===== src/rtl/rx_pacotes_bitbakery.sv =====
// Receives the BitBakery 8E1 status stream and reassembles the 4-byte frame into game fields.
// Latency: byte_valid 1 cycle after the stop-bit sample; frame_valid 1 cycle after the sync byte's byte_valid.
// No backpressure: the serial line cannot be stalled, so every event is a single-cycle pulse.
module rx_pacotes_bitbakery #(
  parameter int BAUD_DIV = 434
) (
  input  logic       clock,
  input  logic       reset_in,
  input  logic       entrada_serial,
  output logic       byte_valid,
  output logic [7:0] byte_data,
  output logic       frame_valid,
  output logic [1:0] minigame,
  output logic [3:0] estado,
  output logic [6:0] jogada,
  output logic       dificuldade,
  output logic       parity_error,
  output logic       framing_error,
  output logic       sequence_error,
  output logic [3:0] db_estado
);

  localparam int CW = $clog2(BAUD_DIV);
  localparam logic [CW-1:0] L_FULL = CW'(BAUD_DIV - 1);
  localparam logic [CW-1:0] L_HALF = CW'(BAUD_DIV / 2 - 1);

  typedef enum logic [2:0] {
    S_IDLE      = 3'd0,
    S_START     = 3'd1,
    S_DATA      = 3'd2,
    S_PARITY    = 3'd3,
    S_STOP      = 3'd4,
    S_WAIT_IDLE = 3'd5
  } rx_state_t;

  typedef enum logic [2:0] {
    F_HUNT = 3'd0,
    F_EXP0 = 3'd1,
    F_EXP1 = 3'd2,
    F_EXP2 = 3'd3,
    F_EXP3 = 3'd4
  } frame_state_t;

  logic          r_sync1, r_sync2, r_rx_prev;
  logic          w_rx_s;
  rx_state_t     r_rx_state;
  logic [CW-1:0] r_cnt;
  logic [2:0]    r_bit_cnt;
  logic [7:0]    r_shift;
  logic          r_par;
  logic          r_byte_valid;
  logic [7:0]    r_byte_data;
  logic          r_parity_error;
  logic          r_framing_error;

  frame_state_t  r_fstate;
  frame_state_t  w_mismatch_next;
  logic          w_is_sync;
  logic [1:0]    w_tag;
  logic [1:0]    r_sh_mg;
  logic [3:0]    r_sh_est;
  logic [6:0]    r_sh_jog;
  logic          r_sh_dif;
  logic          r_frame_valid;
  logic          r_sequence_error;
  logic [1:0]    r_minigame;
  logic [3:0]    r_estado;
  logic [6:0]    r_jogada;
  logic          r_dificuldade;

  assign w_rx_s          = r_sync2;
  assign w_tag           = r_byte_data[7:6];
  assign w_is_sync       = (r_byte_data == 8'hC0);
  // A sync byte in the wrong slot still marks a frame boundary, so it re-arms at EXP0.
  assign w_mismatch_next = w_is_sync ? F_EXP0 : F_HUNT;

  // Two-flop synchroniser plus one delayed copy for start-edge detection.
  always_ff @(posedge clock or negedge reset_in) begin
    if (!reset_in) begin
      r_sync1   <= 1'b1;
      r_sync2   <= 1'b1;
      r_rx_prev <= 1'b1;
    end else begin
      r_sync1   <= entrada_serial;
      r_sync2   <= r_sync1;
      r_rx_prev <= r_sync2;
    end
  end

  // Bit-level receiver: mid-bit sampling, parity and stop checks, byte/error pulses.
  always_ff @(posedge clock or negedge reset_in) begin
    if (!reset_in) begin
      r_rx_state      <= S_IDLE;
      r_cnt           <= '0;
      r_bit_cnt       <= '0;
      r_shift         <= '0;
      r_par           <= 1'b0;
      r_byte_valid    <= 1'b0;
      r_byte_data     <= '0;
      r_parity_error  <= 1'b0;
      r_framing_error <= 1'b0;
    end else begin
      r_byte_valid    <= 1'b0;
      r_parity_error  <= 1'b0;
      r_framing_error <= 1'b0;
      case (r_rx_state)
        S_IDLE: begin
          r_cnt <= '0;
          if (r_rx_prev && !w_rx_s) r_rx_state <= S_START;
        end
        S_START: begin
          if (r_cnt == L_HALF) begin
            r_cnt     <= '0;
            r_bit_cnt <= '0;
            // A line that is high again at mid start bit was a glitch.
            r_rx_state <= w_rx_s ? S_IDLE : S_DATA;
          end else begin
            r_cnt <= r_cnt + CW'(1);
          end
        end
        S_DATA: begin
          if (r_cnt == L_FULL) begin
            r_cnt   <= '0;
            r_shift <= {w_rx_s, r_shift[7:1]};
            if (r_bit_cnt == 3'd7) r_rx_state <= S_PARITY;
            else                   r_bit_cnt  <= r_bit_cnt + 3'd1;
          end else begin
            r_cnt <= r_cnt + CW'(1);
          end
        end
        S_PARITY: begin
          if (r_cnt == L_FULL) begin
            r_cnt      <= '0;
            r_par      <= w_rx_s;
            r_rx_state <= S_STOP;
          end else begin
            r_cnt <= r_cnt + CW'(1);
          end
        end
        S_STOP: begin
          if (r_cnt == L_FULL) begin
            r_cnt <= '0;
            if (!w_rx_s) begin
              r_framing_error <= 1'b1;
              r_rx_state      <= S_WAIT_IDLE;
            end else if (^{r_shift, r_par}) begin
              r_parity_error <= 1'b1;
              r_rx_state     <= S_IDLE;
            end else begin
              r_byte_valid <= 1'b1;
              r_byte_data  <= r_shift;
              r_rx_state   <= S_IDLE;
            end
          end else begin
            r_cnt <= r_cnt + CW'(1);
          end
        end
        S_WAIT_IDLE: begin
          if (w_rx_s) r_rx_state <= S_IDLE;
        end
        default: r_rx_state <= S_IDLE;
      endcase
    end
  end

  // Frame tracker: checks tag order, fills shadows, publishes on the closing sync byte.
  always_ff @(posedge clock or negedge reset_in) begin
    if (!reset_in) begin
      r_fstate         <= F_HUNT;
      r_sh_mg          <= '0;
      r_sh_est         <= '0;
      r_sh_jog         <= '0;
      r_sh_dif         <= 1'b0;
      r_frame_valid    <= 1'b0;
      r_sequence_error <= 1'b0;
      r_minigame       <= '0;
      r_estado         <= '0;
      r_jogada         <= '0;
      r_dificuldade    <= 1'b0;
    end else begin
      r_frame_valid    <= 1'b0;
      r_sequence_error <= 1'b0;
      if (r_parity_error || r_framing_error) begin
        r_fstate <= F_HUNT;
        r_sh_mg  <= '0;
        r_sh_est <= '0;
        r_sh_jog <= '0;
        r_sh_dif <= 1'b0;
      end else begin
        case (r_fstate)
          F_HUNT: begin
            r_sh_mg  <= '0;
            r_sh_est <= '0;
            r_sh_jog <= '0;
            r_sh_dif <= 1'b0;
            if (r_byte_valid && w_is_sync) r_fstate <= F_EXP0;
          end
          F_EXP0: if (r_byte_valid) begin
            if (w_tag == 2'b00) begin
              r_sh_mg  <= r_byte_data[5:4];
              r_sh_est <= r_byte_data[3:0];
              r_fstate <= F_EXP1;
            end else begin
              r_sequence_error <= 1'b1;
              r_fstate         <= w_mismatch_next;
            end
          end
          F_EXP1: if (r_byte_valid) begin
            if (w_tag == 2'b01) begin
              r_sh_jog[5:0] <= r_byte_data[5:0];
              r_fstate      <= F_EXP2;
            end else begin
              r_sequence_error <= 1'b1;
              r_fstate         <= w_mismatch_next;
            end
          end
          F_EXP2: if (r_byte_valid) begin
            if (w_tag == 2'b10 && r_byte_data[3:0] == 4'b0000) begin
              r_sh_jog[6] <= r_byte_data[5];
              r_sh_dif    <= r_byte_data[4];
              r_fstate    <= F_EXP3;
            end else begin
              r_sequence_error <= 1'b1;
              r_fstate         <= w_mismatch_next;
            end
          end
          F_EXP3: if (r_byte_valid) begin
            if (w_is_sync) begin
              r_minigame    <= r_sh_mg;
              r_estado      <= r_sh_est;
              r_jogada      <= r_sh_jog;
              r_dificuldade <= r_sh_dif;
              r_frame_valid <= 1'b1;
              r_fstate      <= F_EXP0;
            end else begin
              r_sequence_error <= 1'b1;
              r_fstate         <= F_HUNT;
            end
          end
          default: r_fstate <= F_HUNT;
        endcase
      end
    end
  end

  assign byte_valid     = r_byte_valid;
  assign byte_data      = r_byte_data;
  assign parity_error   = r_parity_error;
  assign framing_error  = r_framing_error;
  assign frame_valid    = r_frame_valid;
  assign sequence_error = r_sequence_error;
  assign minigame       = r_minigame;
  assign estado         = r_estado;
  assign jogada         = r_jogada;
  assign dificuldade    = r_dificuldade;
  assign db_estado      = {r_rx_state, (r_fstate != F_HUNT)};

endmodule


===== config.mk =====
export PLATFORM = sky130hd
export DESIGN_NAME = rx_pacotes_bitbakery
export DESIGN_NICKNAME = d
export VERILOG_FILES = /design/src/rtl/rx_pacotes_bitbakery.sv
export SDC_FILE = /design/constraint.sdc
export NUM_CORES = 1
export LEC_CHECK = 0
export BUFFER_PORTS_ARGS = -buffer_cell sky130_fd_sc_hd__buf_4
export CAP_MARGIN = 30
export CORE_MARGIN = 2
export CORE_UTILIZATION = 60
export DETAILED_ROUTE_END_ITERATION = 6
export PLACE_DENSITY = 0.9
export RECOVER_POWER = 50
export SLEW_MARGIN = 20
export SYNTH_ARGS = -nofsm -noshare
export SYNTH_HDL_FRONTEND = slang
export SYNTH_SLANG_ARGS = --single-unit
export TNS_END_PERCENT = 20

===== constraint.sdc =====
create_clock -name clock -period 3.9 [get_ports clock]
set_input_delay 0.39 -clock clock [delete_from_list [all_inputs] [get_ports clock]]
set_output_delay 0.39 -clock clock [all_outputs]
set_load 0.05 [all_outputs]

==> results.yml, run 1 <==
synth:
  synth_edf_count: 0
  ys_ff_latch: 71
  synth.top_cells.by_count: "dfrtp_1 (68), nand2_1 (29), nor2_1 (27)"
  synth_top_area_share_pct: 50.22
  synth_cells: 304
  yosysSeqAreaShare_pct: 52.55
  synth_area_um2: 3388
  yosysMostFrequentCell: "dfrtp_1"
  synth_nets: 312
  yosys_warnings: 0
  synthFlopType: "dfrtp_1"
  netlist_top_cells_area: "dfrtp_1 (50%), mux2_1 (8.0%), nand2_1 (3.2%)"
  syn_area_per_cell_um2: 11.15
  yosysTopAreaCell: "dfrtp_1"
  synthArstFlopShare_pct: 100.0
  synth_cell_type_count: 56
drt:
  drc: 0
  drt_first_pass_iters: 4
  dr.first_iter.drc_count: 174
  wl_per_cell_um: 16.26
  wl_um: 6780
  dr_total_vias: 2448
  antenna_left: 0
  viasPerCell: 5.871
outcome:
  violations: "max-capacitance violations, max-slew violations"
  status: "complete, but fails checks"
sta:
  hold_viol_final: 0
  skew_ps: 11.00
  max_slew_margin_pct: -8.776
  maxSlewViolCount: 31
  period_needed_ps: 2119
  layout_setup_ws_ps: 1781
  finalSetupTns_ps: 0
  holdWs_ps: 149.5
  rsz0062_at_grt: "no"
  finalSetupViolations: 0
  min_period_over_period_pct: 54.33
  max_freq_mhz: 472.0
  worst_slew_pin_slew_ps: 1632
grt:
  grt_pass1_wl_um: 11410
  antenna_found_initial: 0
  grt_pass1_vias: 2391
  grt_usage_pct: 23.77
  globalRoute.totalOverflow: 0
  grt_max_degree: 72
clock_network:
  root_buffer: "clkbuf_8"
  cts_resized: 0
  htreeDepth: 3
  cts_buffer_depth: 2
  insertion_delay_ps: 350
  cts_hold_buf: 0
  cts_tree: "built"
  clk_pin_slew_ps: 70
  cts_sinks: 71
  cts_setup_buffers: 0
  cts_made_buffers: 9
placement:
  pre_cts_ws_ps: 1814
  port_buffers: 33
  gp_congestion: 0.8964
  place_area_um2: 3677
  dp_hpwl_um: 4535
critical_path:
  max_stage_delay_ps: 600
  crit_fanout: 15
  crit_type: "flip-flop to flip-flop"
  start_kind: "flip-flop"
  cpLargestDelayFamily: "simple AND/OR/NAND/NOR gates"
  worstPathCellList: "nor4b_2 > nand2_1 > nor2_2 > mux2_1"
  crit_arrival_ps: 2340
  crit_slowest_cell: "nor2_2"
  end_kind: "flip-flop"
  required_ps: 4120
  cp_num_buf_inv: 0
cells_and_area:
  fillCellCount: 392
  area_growth_syn_to_layout_pct: 14.11
  final_area_um2: 3866
  drive_above_1_share_pct: 17.97
  fin_nets: 348
  num_antenna_cells: 0
floorplanning:
  die_h_um: 79.15
  rows: 27
  initial_utilization_pct: 61.91
  pin_count: 34
  die-area_um2: 6264
  core_um2: 5473
  dieWidth_um: 79.15
power:
  p_total_w: 0.001860
  worst_ir_drop_vdd_uv: 528.4
  p_per_area_nw_per_um2: 481.2
  p_leak_nw: 1.911
flow_run:
  maxCapViolations: 1
min_path:
  worstHoldPathType: "primary input to flip-flop"
[state kept, by name, summed over array words and instances, names as in the netlist, 2 cells and up]
register and flops:
r_rx_state 3, r_fstate 3, r_bit_cnt 3, jogada 7
r_shift 8, estado 4, r_cnt 9, r_sh_jog 7
r_sh_mg 2, r_sh_est 4, byte_data 8, minigame 2
[cell type report]
cell class,instances,area (um^2),share of cell area [%]
clock buffers,11,151.4,3.916
multi-input cells,214,1525,39.45
inverters,9,33.78,0.8738
flip-flops and latches,71,1780,46.05
clock inverters,5,56.30,1.456
repair buffers,35,229.0,5.922
well taps,72,90.09,2.330
[where the power goes]
group | switching [W] | total [W] | internal, W
Combinational | 0.000260 | 0.000421 | 0.000161
Clock | 0.000277 | 0.000606 | 0.000329
Sequential | 0.0000600 | 0.000833 | 0.000773
[placed cells by master (no fill, tap or decap), types with 7 or more instances in the layout]
| master | Yosys | routed |
|---|---|---|
| nand2_1 | 29 | 29 |
| dfrtp_1 | 68 | 68 |
| clkbuf_8 | 0 | 11 |
| inv_1 | 8 | 8 |
| nor2_1 | 27 | 27 |
| a21oi_1 | 12 | 12 |
| buf_4 | 3 | 19 |
| a22o_1 | 10 | 10 |
| mux2_4 | 7 | 7 |
| mux2_1 | 24 | 24 |
| clkbuf_1 | 7 | 13 |
| o21ai_0 | 7 | 7 |
| o21ai_1 | 16 | 16 |
| nand3_1 | 7 | 7 |
[cells by family (layout without fill, tap and decap cells)]
family / after synthesis / in the layout / share of synthesized area, %
adder cells (fa/ha/maj): 5 / 5 / 1.846
AND/OR/NAND/NOR: 105 / 105 / 16.54
flip-flops: 71 / 71 / 52.55
buffers and inverters: 19 / 60 / 2.437
multiplexers: 33 / 33 / 11.71
AO/OA/AOI/OAI: 63 / 63 / 12.19
XOR/XNOR: 8 / 8 / 2.733
[worst reg2reg max path, stage by stage, from the launching register on]
cell and delay, ps:
dfrtp_1 450, nor4b_2 410, nand2_1 150, nor2_2 600, mux2_1 390
[path summary, 6_finish.rpt]
check	startpoint	to	slack (ps)	cells after the start
max	byte_data[2]$_DFFE_PN0P_	jogada[1]$_DFFE_PN0P_	1780	4
min	entrada_serial	r_sync1$_DFF_PN1_	150	1
max reg2reg	byte_data[2]$_DFFE_PN0P_	jogada[1]$_DFFE_PN0P_	1780	4
min reg2reg	r_sync1$_DFF_PN1_	r_sync2$_DFF_PN1_	360	0
max in group asynchronous	reset_in	r_sync1$_DFF_PN1_	1920	3
min in group asynchronous	reset_in	minigame[0]$_DFFE_PN0P_	990	2
[layer usage]
layer	vias up	routed length (um)	GRT usage (%)
li1	1155	-	-
met1	1209	2907	29.48
met2	68	3402	40.42
met3	16	303	4.773
met4	0	167	10.34
met5	-	0	0
[stage by stage]
stage          util (%)  std cells
3_5_place_dp      67.19        399
6_report          70.64        417
5_1_grt           70.64        417
2_1_floorplan         -        304
4_1_cts           70.99        415
3_3_place_gp      67.19        399
Note: power is estimated with default switching activity, not from simulation.
==> inputs of run 2 (changes only) <==
--- a/config.mk
+++ b/config.mk
@@ -8,9 +8,9 @@
 export BUFFER_PORTS_ARGS = -buffer_cell sky130_fd_sc_hd__buf_4
 export CAP_MARGIN = 30
 export CORE_MARGIN = 2
-export CORE_UTILIZATION = 60
+export CORE_UTILIZATION = 58
 export DETAILED_ROUTE_END_ITERATION = 6
-export PLACE_DENSITY = 0.9
+export PLACE_DENSITY = 0.88
 export RECOVER_POWER = 50
 export SLEW_MARGIN = 20
 export SYNTH_ARGS = -nofsm -noshare
==> constraint.sdc (replaced) <==
create_clock -name clock -period 2 [get_ports clock]
set_input_delay 0.2 -clock clock [delete_from_list [all_inputs] [get_ports clock]]
set_output_delay 0.2 -clock clock [all_outputs]
set_load 0.05 [all_outputs]
==> results.yml, run 2 (synthesis results as in run 1) <==
outcome:
  status: "complete, no violations"
sta:
  layout_setup_ws_ps: 82.19
  maxSlewViolCount: 0
  worst_slew_pin_slew_ps: 761.5
  finalSetupViolations: 0
  max_freq_mhz: 521.4
  max_slew_margin_pct: 49.23
  hold_viol_final: 0
  finalSetupTns_ps: 0
  skew_ps: 7.640
  holdWs_ps: 362.8
  min_period_over_period_pct: 95.89
  period_needed_ps: 1918
critical_path:
  end_kind: "flip-flop"
  reg2reg_slack_ps: 80
  crit_arrival_ps: 2190
  crit_fanout: 11
  required_ps: 2270
  crit_type: "flip-flop to flip-flop"
  start_kind: "flip-flop"
clock_network:
  insertion_delay_ps: 350
  root_buffer: "clkbuf_8"
  cts_setup_buffers: 0
  cts_tree: "built"
  clk_pin_slew_ps: 70
  cts_sinks: 71
  cts_made_buffers: 9
  cts_buffer_depth: 2
  htreeDepth: 3
power:
  p_leak_nw: 1.962
  p_int_w: 0.002319
  seq_power_share_pct: 46.7
  worst_ir_drop_vdd_uv: 1017
  power.switching_w: 0.001139
  switching_share_pct: 32.93
  pwr-share-clk_pct: 28.3
  p_comb_share_pct: 25.0
  p_per_area_nw_per_um2: 879.1
drt:
  dr_total_vias: 2487
  dr.first_iter.drc_count: 141
  antenna_left: 0
  drc: 0
  viasPerCell: 5.797
  drt_first_pass_iters: 4
  wl_um: 6838
  wl_per_cell_um: 15.94
floorplanning:
  die_h_um: 80.43
  dieWidth_um: 80.43
  rows: 27
  pin_count: 34
  die-area_um2: 6469
  initial_utilization_pct: 60.79
  core_um2: 5574
cells_and_area:
  largest_reg_flops: 9
  final_cell_mix: "dfrtp_1 (67), buf_4 (30), nand2_1 (29)"
  mostFrequentLayoutCell: "dfrtp_1"
  drive_above_1_share_pct: 21.29
  fin_nets: 361
  area_growth_syn_to_layout_pct: 16.10
  num_antenna_cells: 0
  final_area_um2: 3934
  top_register: "r_cnt"
grt:
  grt_pass1_wl_um: 11320
  antenna_found_initial: 0
  grt_pass1_vias: 2528
  grt_max_degree: 33
  grt_usage_pct: 23.52
  globalRoute.totalOverflow: 0
placement:
  pre_cts_ws_ps: 24.10
  place_area_um2: 3801
  port_buffers: 33
  dp_hpwl_um: 4966
  gp_congestion: 0.8706
flow_run:
  maxCapViolations: 0
min_path:
  worstHoldPathType: "flip-flop to flip-flop"
## run 2: worst max-delay path: stages, from the launching register on
cell	delay, ps
dfrtp_1	570
or3b_1	380
a31o_1	250
o21a_2	200
or3_1	360
o21ai_1	80
## run 2: per-stage QoR
stage / util, % / cells / total power [W]
3_5_place_dp: 68.19 / 412 / 0.002494
5_1_grt: 70.57 / 429 / 0.003648
2_1_floorplan: - / 304 / 0.002261
3_3_place_gp: 68.19 / 412 / 0.002466
4_1_cts: 71.49 / 429 / 0.003479
6_report: 70.57 / 429 / 0.003458
## run 2: final timing paths
kind | to | startpoint | depth (start not counted)
min | r_sync2$_DFF_PN1_ | r_sync1$_DFF_PN1_ | 0
min reg2reg | r_sync2$_DFF_PN1_ | r_sync1$_DFF_PN1_ | 0
max reg2reg | r_cnt[3]$_DFFE_PN0P_ | r_rx_state[0]$_DFFE_PN0P_ | 5
max in group asynchronous | r_cnt[2]$_DFFE_PN0P_ | reset_in | 3
min in group asynchronous | estado[2]$_DFFE_PN0P_ | reset_in | 2
max | r_cnt[3]$_DFFE_PN0P_ | r_rx_state[0]$_DFFE_PN0P_ | 5
## run 2: power groups by stage
stage,clock network [W],registers (W),logic (W)
6_report,0.000978,0.00162,0.000865
5_1_grt,0.00106,0.00163,0.000954
4_1_cts,0.00100,0.00161,0.000867
3_5_place_dp,0,0.00163,0.000860
3_3_place_gp,0,0.00163,0.000837
2_1_floorplan,0,0.00169,0.000576
## run 2: routing by layer
| metal | share of wire (%) | global-route usage (%) | vias to the layer above |
|---|---|---|---|
| li1 | - | - | 1183 |
| met1 | 43 | 27.33 | 1224 |
| met5 | 0 | 0 | - |
| met3 | 4.8 | 6.292 | 10 |
| met4 | 1.4 | 10.17 | 0 |
| met2 | 51 | 40.75 | 70 |
## run 2: final cells by class
| type | instances | area [um^2] |
|---|---|---|
| multi-input cells | 214 | 1535 |
| fillers | 413 | 1640 |
| well taps | 72 | 90.09 |
| clock inverters | 4 | 22.52 |
| repair buffers | 48 | 329.1 |
| clock buffers | 11 | 141.4 |
| inverters | 9 | 33.78 |
| flip-flops and latches | 71 | 1782 |
## run 2: what timing repair did
item                       4_1_cts  5_1_grt
setup endpoints to repair        0       10
resized for setup                0        2
hold buffers                     2        0
hold endpoints to repair        31        0
